**config.mk**
```make
export PLATFORM = sky130hd
export DESIGN_NAME = max1000_led_exerciser
export DESIGN_NICKNAME = d
export VERILOG_FILES = /design/src/rtl/max1000_led_exerciser.sv
export SDC_FILE = /design/constraint.sdc
export NUM_CORES = 1
export LEC_CHECK = 0
export BUFFER_PORTS_ARGS = -buffer_cell sky130_fd_sc_hd__buf_2
export CAP_MARGIN = 15
export CELL_PAD_IN_SITES_DETAIL_PLACEMENT = 0
export CELL_PAD_IN_SITES_GLOBAL_PLACEMENT = 1
export CORE_UTILIZATION = 47
export DETAILED_ROUTE_END_ITERATION = 12
export PLACE_DENSITY = 0.77
export SYNTH_ARGS = -nofsm -noshare
export SYNTH_HDL_FRONTEND = slang
export SYNTH_SLANG_ARGS = --single-unit
export TNS_END_PERCENT = 30
```
**constraint.sdc**
```tcl
create_clock -name CLK12M -period 2.8 [get_ports CLK12M]
set_clock_uncertainty 0.15 [all_clocks]
set_input_delay 0.28 -clock CLK12M [delete_from_list [all_inputs] [get_ports CLK12M]]
set_output_delay 0.28 -clock CLK12M [all_outputs]
set_load 0.1 [all_outputs]
```
**src/rtl/max1000_led_exerciser.sv**
```systemverilog
// MAX1000 LED exerciser: walks/counts/bounces/blinks N_LEDS from a
// step prescaler, a debounced USER_BTN advances the mode, HEARTBEAT
// toggles every 4th step. Optional UART mode report when
// MAX1000_LED_UART_STATUS_EN is defined (BDBUS1 is idle-high otherwise).
// Ports: CLK12M clock, RESET async active-low, USER_BTN active-low,
// LED[N_LEDS-1:0], MODE[1:0], HEARTBEAT, BDBUS1 (UART TX).
module max1000_led_exerciser #(
  parameter int N_LEDS      = 8,
  parameter int CLK_HZ      = 12000000,
  parameter int STEP_HZ     = 8,
  parameter int DEBOUNCE_MS = 20,
  parameter int BAUD        = 115200
) (
  input  logic              CLK12M,
  input  logic              RESET,
  input  logic              USER_BTN,
  output logic [N_LEDS-1:0] LED,
  output logic [1:0]        MODE,
  output logic              HEARTBEAT,
  output logic              BDBUS1
);

  typedef enum logic [1:0] {
    WALK   = 2'd0,
    COUNT  = 2'd1,
    BOUNCE = 2'd2,
    BLINK  = 2'd3
  } mode_t;

  localparam int CYC_STEP = CLK_HZ / STEP_HZ;
  localparam int DB_CYC =
    int'(longint'(DEBOUNCE_MS) * CLK_HZ / 1000);
  localparam int PW = $clog2(CYC_STEP);
  localparam int DW = (DB_CYC > 1) ? $clog2(DB_CYC) : 1;
  localparam logic [PW-1:0] PRE_MAX = PW'(CYC_STEP - 1);
  localparam logic [DW-1:0] DB_MAX = DW'(DB_CYC - 1);
  localparam logic [N_LEDS-1:0] ONE = N_LEDS'(1);

  if (N_LEDS < 1 || N_LEDS > 32) begin : g_bad_n
    $error("N_LEDS out of range 1..32");
  end
  if (CYC_STEP < 2) begin : g_bad_step
    $error("CLK_HZ/STEP_HZ must be >= 2");
  end
  if (DB_CYC < 1) begin : g_bad_db
    $error("DEBOUNCE_MS*CLK_HZ/1000 must be >= 1");
  end
  if (BAUD < 1) begin : g_bad_baud
    $error("BAUD must be positive");
  end

  logic [PW-1:0]     pre;
  logic              tick;
  logic              s1, s2, stable;
  logic [DW-1:0]     db_cnt;
  logic              press;
  mode_t             mode, mode_nxt;
  logic [N_LEDS-1:0] led, led_nxt;
  logic              up, up_nxt;
  logic [1:0]        hb_cnt;
  logic              hb;

  assign tick  = (pre == PRE_MAX);
  assign press = (s2 != stable) && (db_cnt == DB_MAX) && !s2;

  always_ff @(posedge CLK12M or negedge RESET) begin
    if (!RESET) begin
      s1     <= 1'b1;
      s2     <= 1'b1;
      stable <= 1'b1;
      db_cnt <= '0;
    end else begin
      s1 <= USER_BTN;
      s2 <= s1;
      if (s2 != stable) begin
        if (db_cnt == DB_MAX) begin
          stable <= s2;
          db_cnt <= '0;
        end else begin
          db_cnt <= db_cnt + DW'(1);
        end
      end else begin
        db_cnt <= '0;
      end
    end
  end

  always_ff @(posedge CLK12M or negedge RESET) begin
    if (!RESET) begin
      pre    <= '0;
      hb_cnt <= '0;
      hb     <= 1'b0;
    end else begin
      if (press || tick) pre <= '0;
      else               pre <= pre + PW'(1);
      // Heartbeat sees every tick, even one a press discards.
      if (tick) begin
        hb_cnt <= hb_cnt + 2'd1;
        if (hb_cnt == 2'd3) hb <= ~hb;
      end
    end
  end

  always_ff @(posedge CLK12M or negedge RESET) begin
    if (!RESET) begin
      mode <= WALK;
      led  <= ONE;
      up   <= 1'b1;
    end else begin
      mode <= mode_nxt;
      led  <= led_nxt;
      up   <= up_nxt;
    end
  end

  always_comb begin
    mode_nxt = mode;
    led_nxt  = led;
    up_nxt   = up;
    if (press) begin
      mode_nxt = mode_t'(mode + 2'd1);
      up_nxt   = 1'b1;
      unique case (mode_nxt)
        WALK:    led_nxt = ONE;
        COUNT:   led_nxt = '0;
        BOUNCE:  led_nxt = ONE;
        default: led_nxt = '1;
      endcase
    end else if (tick) begin
      unique case (mode)
        WALK:
          led_nxt = (led << 1) | (led >> (N_LEDS - 1));
        COUNT:
          led_nxt = led + ONE;
        BOUNCE: begin
          if (N_LEDS == 1) begin
            led_nxt = led;
          end else if (up) begin
            if (led[N_LEDS-1]) begin
              up_nxt  = 1'b0;
              led_nxt = led >> 1;
            end else begin
              led_nxt = led << 1;
            end
          end else begin
            if (led[0]) begin
              up_nxt  = 1'b1;
              led_nxt = led << 1;
            end else begin
              led_nxt = led >> 1;
            end
          end
        end
        default:
          led_nxt = ~led;
      endcase
    end
  end

  assign LED       = led;
  assign MODE      = mode;
  assign HEARTBEAT = hb;

`ifdef MAX1000_LED_UART_STATUS_EN
  localparam int BIT_CYC = CLK_HZ / BAUD;
  localparam int CW = (BIT_CYC > 1) ? $clog2(BIT_CYC) : 1;
  localparam logic [CW-1:0] BIT_MAX = CW'(BIT_CYC - 1);

  if (BIT_CYC < 1) begin : g_bad_bit
    $error("CLK_HZ/BAUD must be >= 1");
  end

  logic [9:0]    sh;
  logic [3:0]    bit_idx;
  logic [CW-1:0] bcyc;
  logic          busy, pend, done, ld;
  logic [7:0]    pend_d, digit, ld_d;

  assign digit = 8'h30 + {6'd0, mode_nxt};
  assign done  = busy && (bcyc == BIT_MAX) && (bit_idx == 4'd9);
  // A press landing on the last stop-bit cycle sends the newest digit.
  assign ld    = (press && (!busy || done)) || (done && pend);
  assign ld_d  = press ? digit : pend_d;

  always_ff @(posedge CLK12M or negedge RESET) begin
    if (!RESET) begin
      sh      <= '1;
      bit_idx <= '0;
      bcyc    <= '0;
      busy    <= 1'b0;
      pend    <= 1'b0;
      pend_d  <= '0;
    end else begin
      if (press && busy && !done) begin
        pend   <= 1'b1;
        pend_d <= digit;
      end else if (ld) begin
        pend <= 1'b0;
      end
      if (ld) begin
        sh      <= {1'b1, ld_d, 1'b0};
        bit_idx <= '0;
        bcyc    <= '0;
        busy    <= 1'b1;
      end else if (done) begin
        sh   <= '1;
        busy <= 1'b0;
      end else if (busy) begin
        if (bcyc == BIT_MAX) begin
          bcyc    <= '0;
          bit_idx <= bit_idx + 4'd1;
          sh      <= {1'b1, sh[9:1]};
        end else begin
          bcyc <= bcyc + CW'(1);
        end
      end
    end
  end

  assign BDBUS1 = sh[0];
`else
  assign BDBUS1 = 1'b1;
`endif

endmodule

```
After elaboration in Yosys (flattened, before gate mapping)
Index checks and enable logic that the tools add are counted.
- register bits after elaboration: 56
- output and inout bits: 12
- word-level logic and storage cells: 54
- add/sub/neg operators: 5
- equal/unequal tests: 8
- multiplexer cells: 16
- bitwise logic cells: 3
- reductions and logical operators: 12
- operator list (kind ; number):
    8-bit 2-to-1 mux ; 5
    18-bit 2-to-1 mux ; 2
    8-bit one-hot mux with 3 select lines ; 1
    21-bit by 1-bit adder with 21-bit output, second input constant ; 1
    21-bit == test, second input constant ; 1
    21-bit 2-to-1 mux ; 1
    18-bit by 1-bit adder with 18-bit output, second input constant ; 1
    18-bit == test, second input constant ; 1
    8-bit one-hot mux with 2 select lines ; 1
    8-bit by 1-bit adder with 8-bit output, second input constant ; 1
    8-bit inverter ; 1
    8-bit by 1-bit bitwise OR with 8-bit output ; 1
    2-bit == test, second input constant ; 3
    1-bit 2-to-1 mux ; 6
    2-bit AND reduction ; 3
    2-bit by 1-bit adder with 2-bit output, second input constant ; 2
    2-bit by 1-bit == test with 1-bit output, second input constant ; 2
    2-bit logical NOT ; 2
    2-bit nonzero test ; 2
    1-bit logical AND ; 2
    2-bit OR reduction ; 1
    1-bit logical NOT ; 1
    1-bit logical OR ; 1
    1-bit != test ; 1
    1-bit inverter ; 1

Logic depth before layout (Yosys ltp)
- depth after elaboration: 5
- mapped depth: 8
- gate-level depth less buffers: 7

Least setup slack after synthesis
No wires, ideal clock.
- path type: register to register
- from: reg mode[0] (netlist: MODE[0])
- to: reg led[2] (netlist: LED[2])
- setup time: 0.124 ns
- arrival: 2.421 ns
- data required time: 2.526 ns
- path slack: 0.105 ns
- cell stages (with the launch flop): 7
- buffers on the path: 1
- period minus slack after synthesis: 2.695 ns
- cells stage by stage: dfrtp_1 inv_1 ha_1 clkbuf_1 nor4_1 a31o_1 a21oi_1
- longest elaborated chain between the ends: 5
- RTL lines (element ; RTL line ; text):
    from (decl) ; 57 ; mode_t mode, mode_nxt;
    from (signal assigned) ; 110 ; mode <= mode_nxt;
    2-bit by 1-bit adder with 2-bit output ; 121 ; mode_nxt = mode_t'(mode + 2'd1);
    2-bit == test / 2-bit logical NOT (equally long branches) ; 123 ; unique case (mode_nxt)
    2-bit OR reduction (no source line) ; n/a ;
    8-bit one-hot mux with 2 select lines ; 123 ;
    8-bit 2-to-1 mux * ; 120 ; if (press) begin
    to (signal assigned) ; 111 ; led <= led_nxt;
    to (decl) ; 58 ; logic [N_LEDS-1:0] led, led_nxt;
Mark *: on every way between the ends. The rest lies on a longest branch, timed or not. The select of a mux whose other input is x is not followed.
A chain may end at the register's enable or synchronous reset.

Final worst setup path
- from: reg db_cnt[7]
- to: reg led[3] (netlist: LED[3])
- longest elaborated chain between the ends: 4
- RTL lines (element ; RTL line ; text):
    from (decl) ; 55 ; logic [DW-1:0] db_cnt;
    from (signal assigned) ; 80 ; db_cnt <= db_cnt + DW'(1);
    18-bit == test * ; 64 ; assign press = (s2 != stable) && (db_cnt == DB_MAX) && !s2;
    1-bit logical AND * (2 in a row) ; 64 ;
    8-bit 2-to-1 mux / 2-bit nonzero test (equally long branches) ; n/a ;
Mark *: on every way between the ends. The rest lies on a longest branch, timed or not.

==> metrics.txt <==
worst hold slack=0.215 ns; Synth Register Bits=56; Final ANT Viol Nets=0; Final Cycle Share=0.806; hpwl dp=4440 µm; EDFF count, synth=0; Yosys warning total=0; final net count=364; FP Rows=29; Die Height=83.8 µm; Final Max Slew Viols=0; vias=2409; n_diodes=0; root buffer cell=clkbuf_8; drt first pass iters=8; worst-margin pin slew=0.612 ns; largest net degree at the start of global routing=43; post-layout util=0.524; P_sw=0.296 mW; WL per Instance=15.1 µm; worst hold-check path type=reg -> reg; clock power share=0.351; H-tree levels=2; RSZ-0062 raised after global routing=false; Netlist cell types=52; CTS tree=yes; vias in the first global route=2258; Area Growth Syn to Fin=6.92%; Post-Syn Area=3150 µm²; post-route minimum period=2.26 ns; Syn Area/Cell=9.14 µm²; Cells after Synth=344; CP Cell Sequence=nor4b_2, nand4_1, or3_4, nand2_2, o221a_1; reg2reg path depth=5; via/cell ratio=5.60; final std cells w/o fill=430; global route overflow=0; sequential fraction of design power=0.620; fmax=443 MHz; static leakage=1.37 nW; slowest CP cell=or3_4; CP Data Arrival Time=2.36 ns; Syn Nets=356; Port Buffers=13; reg2reg start=db_cnt[7]$_DFF_PN0_; status=finished with violations; Power, Total=1.32 mW; Iter 0 DRT Violations=171; final critical-path setup slack=0.545 ns; flop2flop setup slack=0.54 ns; Net Sw Frac=0.224; num ports=15; Resized cells post-CTS=0; Hold Crit Start=s1$_DFF_PN1_; Setup Total Neg Slack=0 ns; placed insts=420; Max-cap violations=0; Placed Area=3250 µm²; P_int=1.02 mW; global-route wire length before repair=11300 µm; Power Density=393 nW/µm²; crit path max fanout=20; Die W=83.8 µm; asr flop ratio synth=1.00; die area=7020 µm²; clk sinks=56; Logic pwr share=0.028; CP required=2.91 ns; WHS Path Cells=0; routability cong.=0.781; most frequent cells in the layout=56 x nor2_1, 51 x dfrtp_1, 33 x nand2_1; Synth Flop Type=dfrtp_1; Final Hold Fails=0; maximum root-to-sink buffer count=2; VDD IR max=231 µV; final WL=6480 µm; Max stage delay on crit path=0.51 ns; postcts setup bufs=0; Place WS=0.551 ns; share of layout cells above drive strength 1=0.125; final setup fails=0; CP startpoint kind=flip-flop; core footprint=6420 µm²; total clock buffers created by CTS=5; failing checks=DRC; Slew HR=0.592; nature of the critical path endpoint=flip-flop; Hold EP=s2$_DFF_PN1_; worst skew pair latency=0.31 ns; reg2reg end=LED[3]$_DFFE_PN0P_; Remaining DRCs=3; post-synthesis sequential area ratio=0.447; initial antenna violation count=0; most common cell after layout, fill and taps aside=nor2_1; design area=3360 µm²; gr usage total=0.201; hold buffers post-CTS=2; Reg clk slew, reported paths=0.10 ns; WS Path Type=reg -> reg; Initial Util=0.490
## state kept, by name (all words and copies together) (netlist names)
register and flops:
HEARTBEAT 1, LED 8, MODE 2, db_cnt 18, hb_cnt 2, pre 21
s1 1, s2 1, stable 1, up 1
## worst max path at each step
stage / startpoint / end
2_1_floorplan: MODE[0]$_DFFE_PN0P_ / LED[2]$_DFFE_PN0P_
3_3_place_gp: pre[0]$_DFF_PN0_ / LED[3]$_DFFE_PN0P_
3_5_place_dp: db_cnt[7]$_DFF_PN0_ / LED[3]$_DFFE_PN0P_
4_1_cts: db_cnt[7]$_DFF_PN0_ / LED[3]$_DFFE_PN0P_
5_1_grt: db_cnt[7]$_DFF_PN0_ / LED[3]$_DFFE_PN0P_
6_report: db_cnt[7]$_DFF_PN0_ / LED[3]$_DFFE_PN0P_
## cell type report
class / count / area, µm²
Inverter: 12 / 45.0
Multi-Input combinational cell: 256 / 1590
Tap cell: 77 / 96.3
Fill cell: 607 / 3060
Clock buffer: 7 / 86.3
Timing Repair Buffer: 21 / 130
Clock inverter: 1 / 7.51
Sequential cell: 56 / 1410
## power groups by stage
stage / Combinational [mW] / Clock (mW) / Sequential (mW)
after floorplan: 0.0178 / 0 / 0.834
after global placement: 0.0373 / 0 / 0.835
after detailed placement: 0.0371 / 0 / 0.835
after CTS: 0.0396 / 0.475 / 0.820
after global routing: 0.0440 / 0.514 / 0.820
final: 0.0375 / 0.464 / 0.819
## layer usage
metal / track usage / up-vias / part of all wire
li1: - / 1200 / -
met1: 0.290 / 1158 / 0.50
met2: 0.308 / 44 / 0.45
met3: 0.0366 / 7 / 0.039
met4: 0.0580 / 0 / 0.011
met5: 0 / - / 0
## cell families after synthesis
family,after synthesis,synth area share
multiplexers,1,0.00358
other,1,0.00119
adder cells (fa/ha/maj),9,0.0358
buffers and inverters,32,0.0469
flip-flops,56,0.447
XOR/XNOR,40,0.111
AO/OA/AOI/OAI,44,0.101
AND/OR/NAND/NOR,161,0.252
## cells in the mapped netlist (all sizes together), types with 2 or more instances
library cell | instances | area, µm²
buf | 9 | 60.1
nor4b | 3 | 32.5
dfstp | 5 | 131
o221a | 3 | 33.8
xor2 | 14 | 123
nand2b | 4 | 25.0
or3 | 2 | 17.5
nor3 | 8 | 40.0
nor4 | 4 | 25.0
a21oi | 6 | 30.0
inv | 12 | 45.0
nand3 | 18 | 90.1
and4 | 4 | 36.3
o21bai | 2 | 15.0
and2 | 2 | 12.5
a311oi | 2 | 17.5
nand2 | 34 | 130
o211ai | 5 | 37.5
xnor2 | 26 | 228
dfrtp | 51 | 1280
a31oi | 8 | 50.1
nand4 | 11 | 68.8
clkbuf | 11 | 42.5
a221oi | 2 | 17.5
o21ai | 6 | 30.0
ha | 9 | 113
or2 | 5 | 31.3
a41oi | 2 | 17.5
and3 | 6 | 37.5
nor2 | 56 | 210
## critical path: cells and delay by family, from the launching register on
| family | cells | cell delay [ns] |
|---|---|---|
| simple gates | 4 | 1.33 |
| flops | 1 | 0.47 |
| compound gates | 1 | 0.25 |
(Power assumes the default switching activity.)
